===== config.mk =====
export PLATFORM = sky130hd
export DESIGN_NAME = net_bus_slice_tx_flat
export DESIGN_NICKNAME = d
export VERILOG_FILES = /design/src/rtl/net_bus_pkg.sv /design/src/rtl/net_bus_slice_tx_if.sv /design/src/rtl/net_bus_skid_buf.sv /design/src/rtl/net_bus_slice_tx.sv /design/src/flat_wrapper.sv
export SDC_FILE = /design/constraint.sdc
export NUM_CORES = 1
export LEC_CHECK = 0
export BUFFER_PORTS_ARGS = -buffer_cell sky130_fd_sc_hd__buf_2
export CAP_MARGIN = 20
export CORE_MARGIN = 2
export CORE_UTILIZATION = 35
export CTS_CLUSTER_DIAMETER = 40
export DETAILED_ROUTE_END_ITERATION = 10
export PLACE_DENSITY = 0.56
export SETUP_SLACK_MARGIN = 0.3
export SYNTH_ARGS = -nofsm -noshare
export SYNTH_HDL_FRONTEND = slang
export SYNTH_SLANG_ARGS = --single-unit

===== constraint.sdc =====
create_clock -name CLK -period 2.8 [get_ports CLK]
set_input_delay 0.28 -clock CLK [delete_from_list [all_inputs] [get_ports CLK]]
set_output_delay 0.28 -clock CLK [all_outputs]
set_load 0.005 [all_outputs]

===== src/rtl/net_bus_pkg.sv =====
// ----------------------------------------------------------------------------
// net_bus_pkg
// Shared definitions for the NetBus slices: flit header bit positions, ID
// width, flit width helper and the transmit-slice FSM state encoding.
// ----------------------------------------------------------------------------
package net_bus_pkg;

    localparam int LAST   = 0;   // header bit: last flit of a frame
    localparam int FIRST  = 1;   // header bit: first flit of a frame
    localparam int SRC_LO = 2;   // header [6:2]  source ID
    localparam int DST_LO = 7;   // header [11:7] destination ID
    localparam int HDR_W  = 14;  // header width, [13:12] reserved zero
    localparam int ID_W   = 5;
    localparam int LANE_W = 9;   // bits per payload lane

    typedef enum logic [1:0] {
        IDLE  = 2'd0,
        PASS  = 2'd1,
        DROP  = 2'd2,
        TRUNC = 2'd3
    } state_t;

    // Full flit width for a given number of payload lanes.
    function automatic int flit_width(input int data_width);
        return data_width * LANE_W + HDR_W;
    endfunction

endpackage


===== src/rtl/net_bus_slice_tx_if.sv =====
// ----------------------------------------------------------------------------
// net_bus_slice_tx_if
// Groups the source-side beat handshake (S*) and the bus-side flit handshake
// (T*) of the transmit slice.
//   slave  : view of the transmit slice (consumes S*, produces T*)
//   master : view of the environment   (produces S*, consumes T*)
// ----------------------------------------------------------------------------
interface net_bus_slice_tx_if #(
    parameter int DATA_WIDTH = 4
);
    import net_bus_pkg::*;

    logic [DATA_WIDTH*LANE_W-1:0]        SDATA;
    logic [ID_W-1:0]                     SDEST;
    logic                                SLAST;
    logic                                SVALID;
    logic                                SREADY;
    logic [flit_width(DATA_WIDTH)-1:0]   TDATA;
    logic                                TVALID;
    logic                                TREADY;

    modport slave (
        input  SDATA, SDEST, SLAST, SVALID,
        output SREADY,
        output TDATA, TVALID,
        input  TREADY
    );

    modport master (
        output SDATA, SDEST, SLAST, SVALID,
        input  SREADY,
        input  TDATA, TVALID,
        output TREADY
    );

endinterface


===== src/rtl/net_bus_skid_buf.sv =====
// ----------------------------------------------------------------------------
// net_bus_skid_buf
// Two-entry register slice with valid/ready on both sides. The input ready is
// a register (no combinational path from i_out_ready to o_in_ready); it is
// high whenever at least one entry will be free in the coming cycle.
// Ports:
//   i_clk, i_rst_n          clock, asynchronous active-low reset
//   i_in_data/valid, o_in_ready    upstream handshake
//   o_out_data/valid, i_out_ready  downstream handshake
// ----------------------------------------------------------------------------
module net_bus_skid_buf #(
    parameter int WIDTH = 8
) (
    input  logic             i_clk,
    input  logic             i_rst_n,
    input  logic [WIDTH-1:0] i_in_data,
    input  logic             i_in_valid,
    output logic             o_in_ready,
    output logic [WIDTH-1:0] o_out_data,
    output logic             o_out_valid,
    input  logic             i_out_ready
);

    logic [WIDTH-1:0] r_mem [2];
    logic             r_wr_ptr;
    logic             r_rd_ptr;
    logic [1:0]       r_count;
    logic             r_ready;

    logic             w_push;
    logic             w_pop;
    logic [1:0]       w_count_next;

    assign w_push       = i_in_valid & r_ready;
    assign w_pop        = (r_count != 2'd0) & i_out_ready;
    assign w_count_next = r_count + {1'b0, w_push} - {1'b0, w_pop};

    always_ff @(posedge i_clk or negedge i_rst_n) begin
        if (!i_rst_n) begin
            r_wr_ptr <= 1'b0;
            r_rd_ptr <= 1'b0;
            r_count  <= 2'd0;
            r_ready  <= 1'b0;
            for (int i = 0; i < 2; i++) begin
                r_mem[i] <= '0;
            end
        end else begin
            if (w_push) begin
                r_mem[r_wr_ptr] <= i_in_data;
                r_wr_ptr        <= ~r_wr_ptr;
            end
            if (w_pop) begin
                r_rd_ptr <= ~r_rd_ptr;
            end
            r_count <= w_count_next;
            // Look ahead at next occupancy so ready is a pure register.
            r_ready <= (w_count_next != 2'd2);
        end
    end

    assign o_in_ready  = r_ready;
    assign o_out_valid = (r_count != 2'd0);
    assign o_out_data  = r_mem[r_rd_ptr];

endmodule


===== src/rtl/net_bus_slice_tx.sv =====
// ----------------------------------------------------------------------------
// net_bus_slice_tx
// Injection end of the NetBus: stamps each source beat with a 14-bit flit
// header, drops frames to unroutable destinations, truncates frames longer
// than MAX_BEATS and forwards flits through a 2-entry skid buffer.
// Ports:
//   CLK, RESETn   clock, asynchronous active-low reset
//   bus           S*/T* handshakes (net_bus_slice_tx_if.slave)
//   TFRAME        output frame open (first flit sent, last not yet)
//   ERR_PULSE     one-cycle pulse per dropped or truncated frame
//   ERR_CNT       saturating count of dropped plus truncated frames
// ----------------------------------------------------------------------------
module net_bus_slice_tx
    import net_bus_pkg::*;
#(
    parameter int           DATA_WIDTH = 4,
    parameter logic [4:0]   SRC_ID     = 5'd0,
    parameter logic [31:0]  ROUTE_MASK = 32'hFFFF_FFFF,
    parameter int           MAX_BEATS  = 256
) (
    input  logic                  CLK,
    input  logic                  RESETn,
    net_bus_slice_tx_if.slave     bus,
    output logic                  TFRAME,
    output logic                  ERR_PULSE,
    output logic [15:0]           ERR_CNT
);

    localparam int              FW      = flit_width(DATA_WIDTH);
    localparam int              CNT_W   = $clog2(MAX_BEATS + 1);
    localparam logic [CNT_W-1:0] MAX_CNT = CNT_W'(MAX_BEATS);

    state_t            r_state;
    state_t            w_state_next;
    logic [CNT_W-1:0]  r_beat_cnt;
    logic [CNT_W-1:0]  w_beat_cnt_next;
    logic [CNT_W-1:0]  w_cnt_inc;
    logic [ID_W-1:0]   r_dest;
    logic [ID_W-1:0]   w_dest_next;
    logic [ID_W-1:0]   w_hdr_dest;
    logic              r_tframe;
    logic              r_err_pulse;
    logic [15:0]       r_err_cnt;

    logic              w_skid_ready;
    logic              w_sready;
    logic              w_accept;
    logic              w_routable;
    logic              w_push;
    logic              w_first;
    logic              w_last;
    logic              w_err;
    logic [HDR_W-1:0]  w_hdr;
    logic [FW-1:0]     w_flit;

    // DROP/TRUNC discard beats, so they never need buffer space.
    assign w_sready   = w_skid_ready | (r_state == DROP) | (r_state == TRUNC);
    assign bus.SREADY = w_sready;
    assign w_accept   = bus.SVALID & w_sready;
    assign w_routable = ROUTE_MASK[bus.SDEST];
    assign w_cnt_inc  = r_beat_cnt + CNT_W'(1);

    always_ff @(posedge CLK or negedge RESETn) begin
        if (!RESETn) begin
            r_state    <= IDLE;
            r_beat_cnt <= '0;
            r_dest     <= '0;
        end else begin
            r_state    <= w_state_next;
            r_beat_cnt <= w_beat_cnt_next;
            r_dest     <= w_dest_next;
        end
    end

    always_comb begin
        w_state_next    = r_state;
        w_beat_cnt_next = r_beat_cnt;
        w_dest_next     = r_dest;
        w_hdr_dest      = r_dest;
        w_push          = 1'b0;
        w_first         = 1'b0;
        w_last          = 1'b0;
        w_err           = 1'b0;
        case (r_state)
            IDLE: begin
                if (w_accept) begin
                    if (w_routable) begin
                        w_push          = 1'b1;
                        w_first         = 1'b1;
                        w_hdr_dest      = bus.SDEST;
                        w_dest_next     = bus.SDEST;
                        w_beat_cnt_next = CNT_W'(1);
                        if (bus.SLAST) begin
                            w_last = 1'b1;
                        end else begin
                            w_state_next = PASS;
                        end
                    end else begin
                        w_err = 1'b1;
                        if (!bus.SLAST) begin
                            w_state_next = DROP;
                        end
                    end
                end
            end
            PASS: begin
                if (w_accept) begin
                    w_push          = 1'b1;
                    w_beat_cnt_next = w_cnt_inc;
                    if (bus.SLAST) begin
                        w_last       = 1'b1;
                        w_state_next = IDLE;
                    end else if (w_cnt_inc == MAX_CNT) begin
                        // Close the frame early; the tail is swallowed in TRUNC.
                        w_last       = 1'b1;
                        w_err        = 1'b1;
                        w_state_next = TRUNC;
                    end
                end
            end
            default: begin
                if (w_accept && bus.SLAST) begin
                    w_state_next = IDLE;
                end
            end
        endcase
    end

    always_comb begin
        w_hdr                        = '0;
        w_hdr[LAST]                  = w_last;
        w_hdr[FIRST]                 = w_first;
        w_hdr[SRC_LO +: ID_W]        = SRC_ID;
        w_hdr[DST_LO +: ID_W]        = w_hdr_dest;
    end

    assign w_flit = {bus.SDATA, w_hdr};

    net_bus_skid_buf #(
        .WIDTH (FW)
    ) u_skid (
        .i_clk       (CLK),
        .i_rst_n     (RESETn),
        .i_in_data   (w_flit),
        .i_in_valid  (w_push),
        .o_in_ready  (w_skid_ready),
        .o_out_data  (bus.TDATA),
        .o_out_valid (bus.TVALID),
        .i_out_ready (bus.TREADY)
    );

    // TFRAME follows the flits actually handed to the bus, not the input side.
    always_ff @(posedge CLK or negedge RESETn) begin
        if (!RESETn) begin
            r_tframe    <= 1'b0;
            r_err_pulse <= 1'b0;
            r_err_cnt   <= 16'd0;
        end else begin
            if (bus.TVALID && bus.TREADY) begin
                if (bus.TDATA[LAST]) begin
                    r_tframe <= 1'b0;
                end else if (bus.TDATA[FIRST]) begin
                    r_tframe <= 1'b1;
                end
            end
            r_err_pulse <= w_err;
            if (w_err && (r_err_cnt != 16'hFFFF)) begin
                r_err_cnt <= r_err_cnt + 16'd1;
            end
        end
    end

    assign TFRAME    = r_tframe;
    assign ERR_PULSE = r_err_pulse;
    assign ERR_CNT   = r_err_cnt;

endmodule


===== src/flat_wrapper.sv =====
// flat-port wrapper written by rule: the top's interface ports become plain ports
module net_bus_slice_tx_flat import net_bus_pkg::*;
#(
    parameter int           DATA_WIDTH = 4,
    parameter logic [4:0]   SRC_ID     = 5'd0,
    parameter logic [31:0]  ROUTE_MASK = 32'hFFFF_FFFF,
    parameter int           MAX_BEATS  = 256
)
  (CLK, RESETn, TFRAME, ERR_PULSE, ERR_CNT, bus_SDATA, bus_SDEST, bus_SLAST, bus_SVALID, bus_SREADY, bus_TDATA, bus_TVALID, bus_TREADY);
  net_bus_slice_tx_if #(.DATA_WIDTH(DATA_WIDTH)) bus_i ();
  input  logic CLK;
  input  logic RESETn;
  output logic TFRAME;
  output logic ERR_PULSE;
  output logic [15:0] ERR_CNT;
  input wire logic [$bits(bus_i.SDATA)-1:0] bus_SDATA;
  input wire logic [$bits(bus_i.SDEST)-1:0] bus_SDEST;
  input wire logic [$bits(bus_i.SLAST)-1:0] bus_SLAST;
  input wire logic [$bits(bus_i.SVALID)-1:0] bus_SVALID;
  output wire logic [$bits(bus_i.SREADY)-1:0] bus_SREADY;
  output wire logic [$bits(bus_i.TDATA)-1:0] bus_TDATA;
  output wire logic [$bits(bus_i.TVALID)-1:0] bus_TVALID;
  input wire logic [$bits(bus_i.TREADY)-1:0] bus_TREADY;
  assign bus_i.SDATA = bus_SDATA;
  assign bus_i.SDEST = bus_SDEST;
  assign bus_i.SLAST = bus_SLAST;
  assign bus_i.SVALID = bus_SVALID;
  assign bus_SREADY = bus_i.SREADY;
  assign bus_TDATA = bus_i.TDATA;
  assign bus_TVALID = bus_i.TVALID;
  assign bus_i.TREADY = bus_TREADY;
  net_bus_slice_tx #(.DATA_WIDTH(DATA_WIDTH), .SRC_ID(SRC_ID), .ROUTE_MASK(ROUTE_MASK), .MAX_BEATS(MAX_BEATS)) u_core (.CLK(CLK), .RESETn(RESETn), .bus(bus_i), .TFRAME(TFRAME), .ERR_PULSE(ERR_PULSE), .ERR_CNT(ERR_CNT));
endmodule

==> results by group <==
Outcome
  – Run status: finished clean

STA
  – Final hold violations: 0
  – Max frequency: between 400 and 500 MHz
  – Setup TNS: 0 ns
  – Worst-Margin Slew: roughly 1.1 ns
  – Max-slew violation count: 0
  – Slew headroom: around 29%
  – RSZ-0062 raised after global routing: no
  – Worst hold margin: just under 0.07 ns
  – Clk_skew: 0.00600 ns
  – Final setup violation count: 0
  – Fin crit share: 81.9%
  – Final min period: 2.29 ns

Clock tree
  – Clock Tree Buf Depth: 2
  – Clock-pin slew on the worst setup and hold paths: 0.05 ns
  – Skew-Pair Late Insertion Delay: just over 0.4 ns
  – CTS tree: yes
  – Root Driver: clkbuf_16
  – Number of buffers created by CTS: 17
  – CTS Sinks: 125
  – H-tree levels: 4
  – Postcts setup bufs: 0

Setup path
  – CP required: 3.09 ns
  – Top cell family by delay on the critical path: simple AND/OR/NAND/NOR gates
  – CP max-delay cell: dfrtp_1
  – Worst path cell trace: ha_2 > nand3_2 > nor3_1 > o32ai_2 > nor4b_4 > buf_6 > mux2_2
  – Slowest stage delay, CP: 0.44 ns
  – Crit path buffers/inverters: 1
  – CP Data Arrival Time: approximately 2.6 ns
  – Crit. End Element: register
  – Worst-path maximum fanout: 15
  – CP startpoint kind: register
  – Critical path type: register to register

Die
  – CORE AREA: 0.0159 mm²
  – Die Height: 132 µm
  – Die area: between 0.015 and 0.02 mm²
  – Initial Util: 36.0%
  – Ports: around 120
  – Die width: 132 µm
  – # rows: 46

Logic synthesis
  – Top cells by area, synth: dfrtp_1, mux2_2, nand2_1
  – Unique masters post-synth: 37
  – Synth Flop Type: dfrtp_1
  – Synth warn: 0
  – Cells after synthesis: 533
  – Cell Area, Synth: 0.00574 mm²
  – Syn Area/Cell: ~11 µm²
  – Number of flops mapped to enable cells by yosys: 0
  – Sequential share of the synthesized area: 54.5%
  – Yosys reg bits: 125
  – Async S/R FF share, synth: 100%
  – Synth area leader: dfrtp_1
  – Share of the synthesized area in the top cell type: a little over half

Layout
  – Area delta synth->final: 23.7%
  – # diodes: 0
  – Most frequent cells in the layout: nand2_1, dfrtp_1, buf_2, mux2_2
  – Layout cell share with drive strength beyond 1: 36.5%
  – Commonest non-fill, non-tap cell in the layout: nand2_1
  – Filler cell count: approximately 1.5k
  – Final net count: 694
  – Design area: 0.00710 mm²

GRT
  – M2 GR Usage: 26.3%
  – Vias in the first global route: between 4k and 5k
  – GR Util met3: under 10%
  – Wire length of the first global-routing pass: 21400 µm
  – Met1 Use GR: 18.5%
  – GR peak layer: met2
  – Total gr overflow: 0
  – Initial antenna violation count: 0
  – Largest net degree at the start of global routing: 71
  – Tot GR Track Use: 15.5%

Power and ir drop
  – Worst vdd ir: 0.000522 V
  – PD cells: 1120 mW/mm²
  – Final Power: 7.94 mW
  – LEAKAGE: between 3 and 4 nW

Placed design
  – Placed cell areas: around 0.0065 mm²
  – Placer's final routability congestion estimate: about 0.82
  – Post-DP HPWL: between 8000 and 9000 µm
  – PortBufs: 108

Worst hold path
  – Worst hold path type: primary input to register

Detailed routing
  – Via count: 4106
  – Iteration-0 DRC Markers: 193
  – Wire length per cell: around 15 µm
  – DR pass1 iterations: 4
  – ANT nets after route: 0
  – DR DRC count: 0
  – DRT Wirelength: 12800 µm
  – DR vias/cell: 4.72

Run
  – Max cap viols: 0
[cells by family after synthesis]
logic type	share of synthesized area [%]
multiplexers	17.3
AO/OA/AOI/OAI	3.64
adder cells (fa/ha/maj)	1.09
AND/OR/NAND/NOR	16.9
flip-flops	54.5
XOR/XNOR	3.05
other	0.0654
buffers and inverters	3.42
[worst paths after layout]
path	startpoint	to	slack, ns	cells past startpoint
setup / recovery	u_core.r_beat_cnt[0]	u_core.ERR_CNT[1]	0.51	7
hold / removal	bus_SDATA[16]	u_core.u_skid.r_mem[80]	0.07	3
setup reg to reg	u_core.r_beat_cnt[0]	u_core.ERR_CNT[1]	0.51	7
hold reg to reg	u_core.u_skid.r_mem[89]	u_core.u_skid.r_mem[89]	0.47	2
max in group asynchronous	RESETn	u_core.u_skid.r_mem[11]	1.72	3
min in group asynchronous	RESETn	u_core.u_skid.r_mem[91]	0.35	2
[flip-flops by register name, summed over array words and instances, names as in the netlist]
register / cells
u_core.ERR_CNT: 16
u_core.u_skid.r_mem: 86
u_core.u_skid.o_in_ready: 1
u_core.u_skid.r_wr_ptr: 1
u_core.r_dest: 5
u_core.r_beat_cnt: 9
u_core.TFRAME: 1
u_core.u_skid.r_count: 2
u_core.u_skid.r_rd_ptr: 1
u_core.ERR_PULSE: 1
u_core.r_state: 2
[final cells by class]
type / count / area [µm²] / area share [%]
Clock buffer: 22 / 464 / 6.54
Multi-Input combinational cell: 372 / 2450 / 34.5
Inverter: 10 / 37.5 / 0.529
Sequential cell: 125 / 3130 / 44.1
Timing Repair Buffer: 117 / 654 / 9.22
Clock inverter: 8 / 92.6 / 1.30
Tap cell: 216 / 270 / 3.81
[synthesized netlist by cell type, drive strengths merged (2+ instances only)]
| cell | instances |
|---|---|
| nand2 | 146 |
| dfrtp | 125 |
| mux2 | 81 |
| clkbuf | 23 |
| nor2 | 22 |
| o21ai | 20 |
| xnor2 | 17 |
| nand3 | 12 |
| a21oi | 10 |
| nand4 | 10 |
| buf | 9 |
| inv | 9 |
| mux2i | 8 |
| and3 | 6 |
| ha | 5 |
| nor3 | 5 |
| or2 | 3 |
| xor2 | 3 |
| a22o | 2 |
| and2 | 2 |
| nand2b | 2 |
| nor3b | 2 |
| nor4 | 2 |
| nor4b | 2 |
[power by group]
| group | switching, mW | internal [mW] |
|---|---|---|
| clock | 0.738 | 1.34 |
| sequential | 0.482 | 2.57 |
| combinational | 1.36 | 1.46 |
[worst reg2reg max path, stage by stage (launching register included)]
cell and delay (ns):
dfrtp_1 0.44, ha_2 0.29, nand3_2 0.16, nor3_1 0.27, o32ai_2 0.17, nor4b_4 0.30
buf_6 0.21, mux2_2 0.35
[timing repair]
action,4_1_cts,5_1_grt
hold endpoints to repair,30,0
setup endpoints to repair,0,13
hold buffers,1,0
resized for setup,0,3
[metal layers]
metal  up-vias  share of wire [%]  wire (µm)
li1       1994                  -          -
met1      2014                 43       5550
met2        79                 51       6510
met3        19                4.0        508
met4         0                1.7        220
met5         -                  0          0
[metrics by stage]
| stage | worst slack (ns) | instances | utilization [%] |
|---|---|---|---|
| 2_1_floorplan | 0.581 | 539 | - |
| 4_1_cts | 0.350 | 870 | 44.4 |
| 6_report | 0.506 | 870 | 44.5 |
| 3_5_place_dp | 0.387 | 839 | 40.9 |
| 3_3_place_gp | 0.425 | 839 | 40.9 |
| 5_1_grt | 0.369 | 870 | 44.5 |
(Power assumes the default switching activity.)
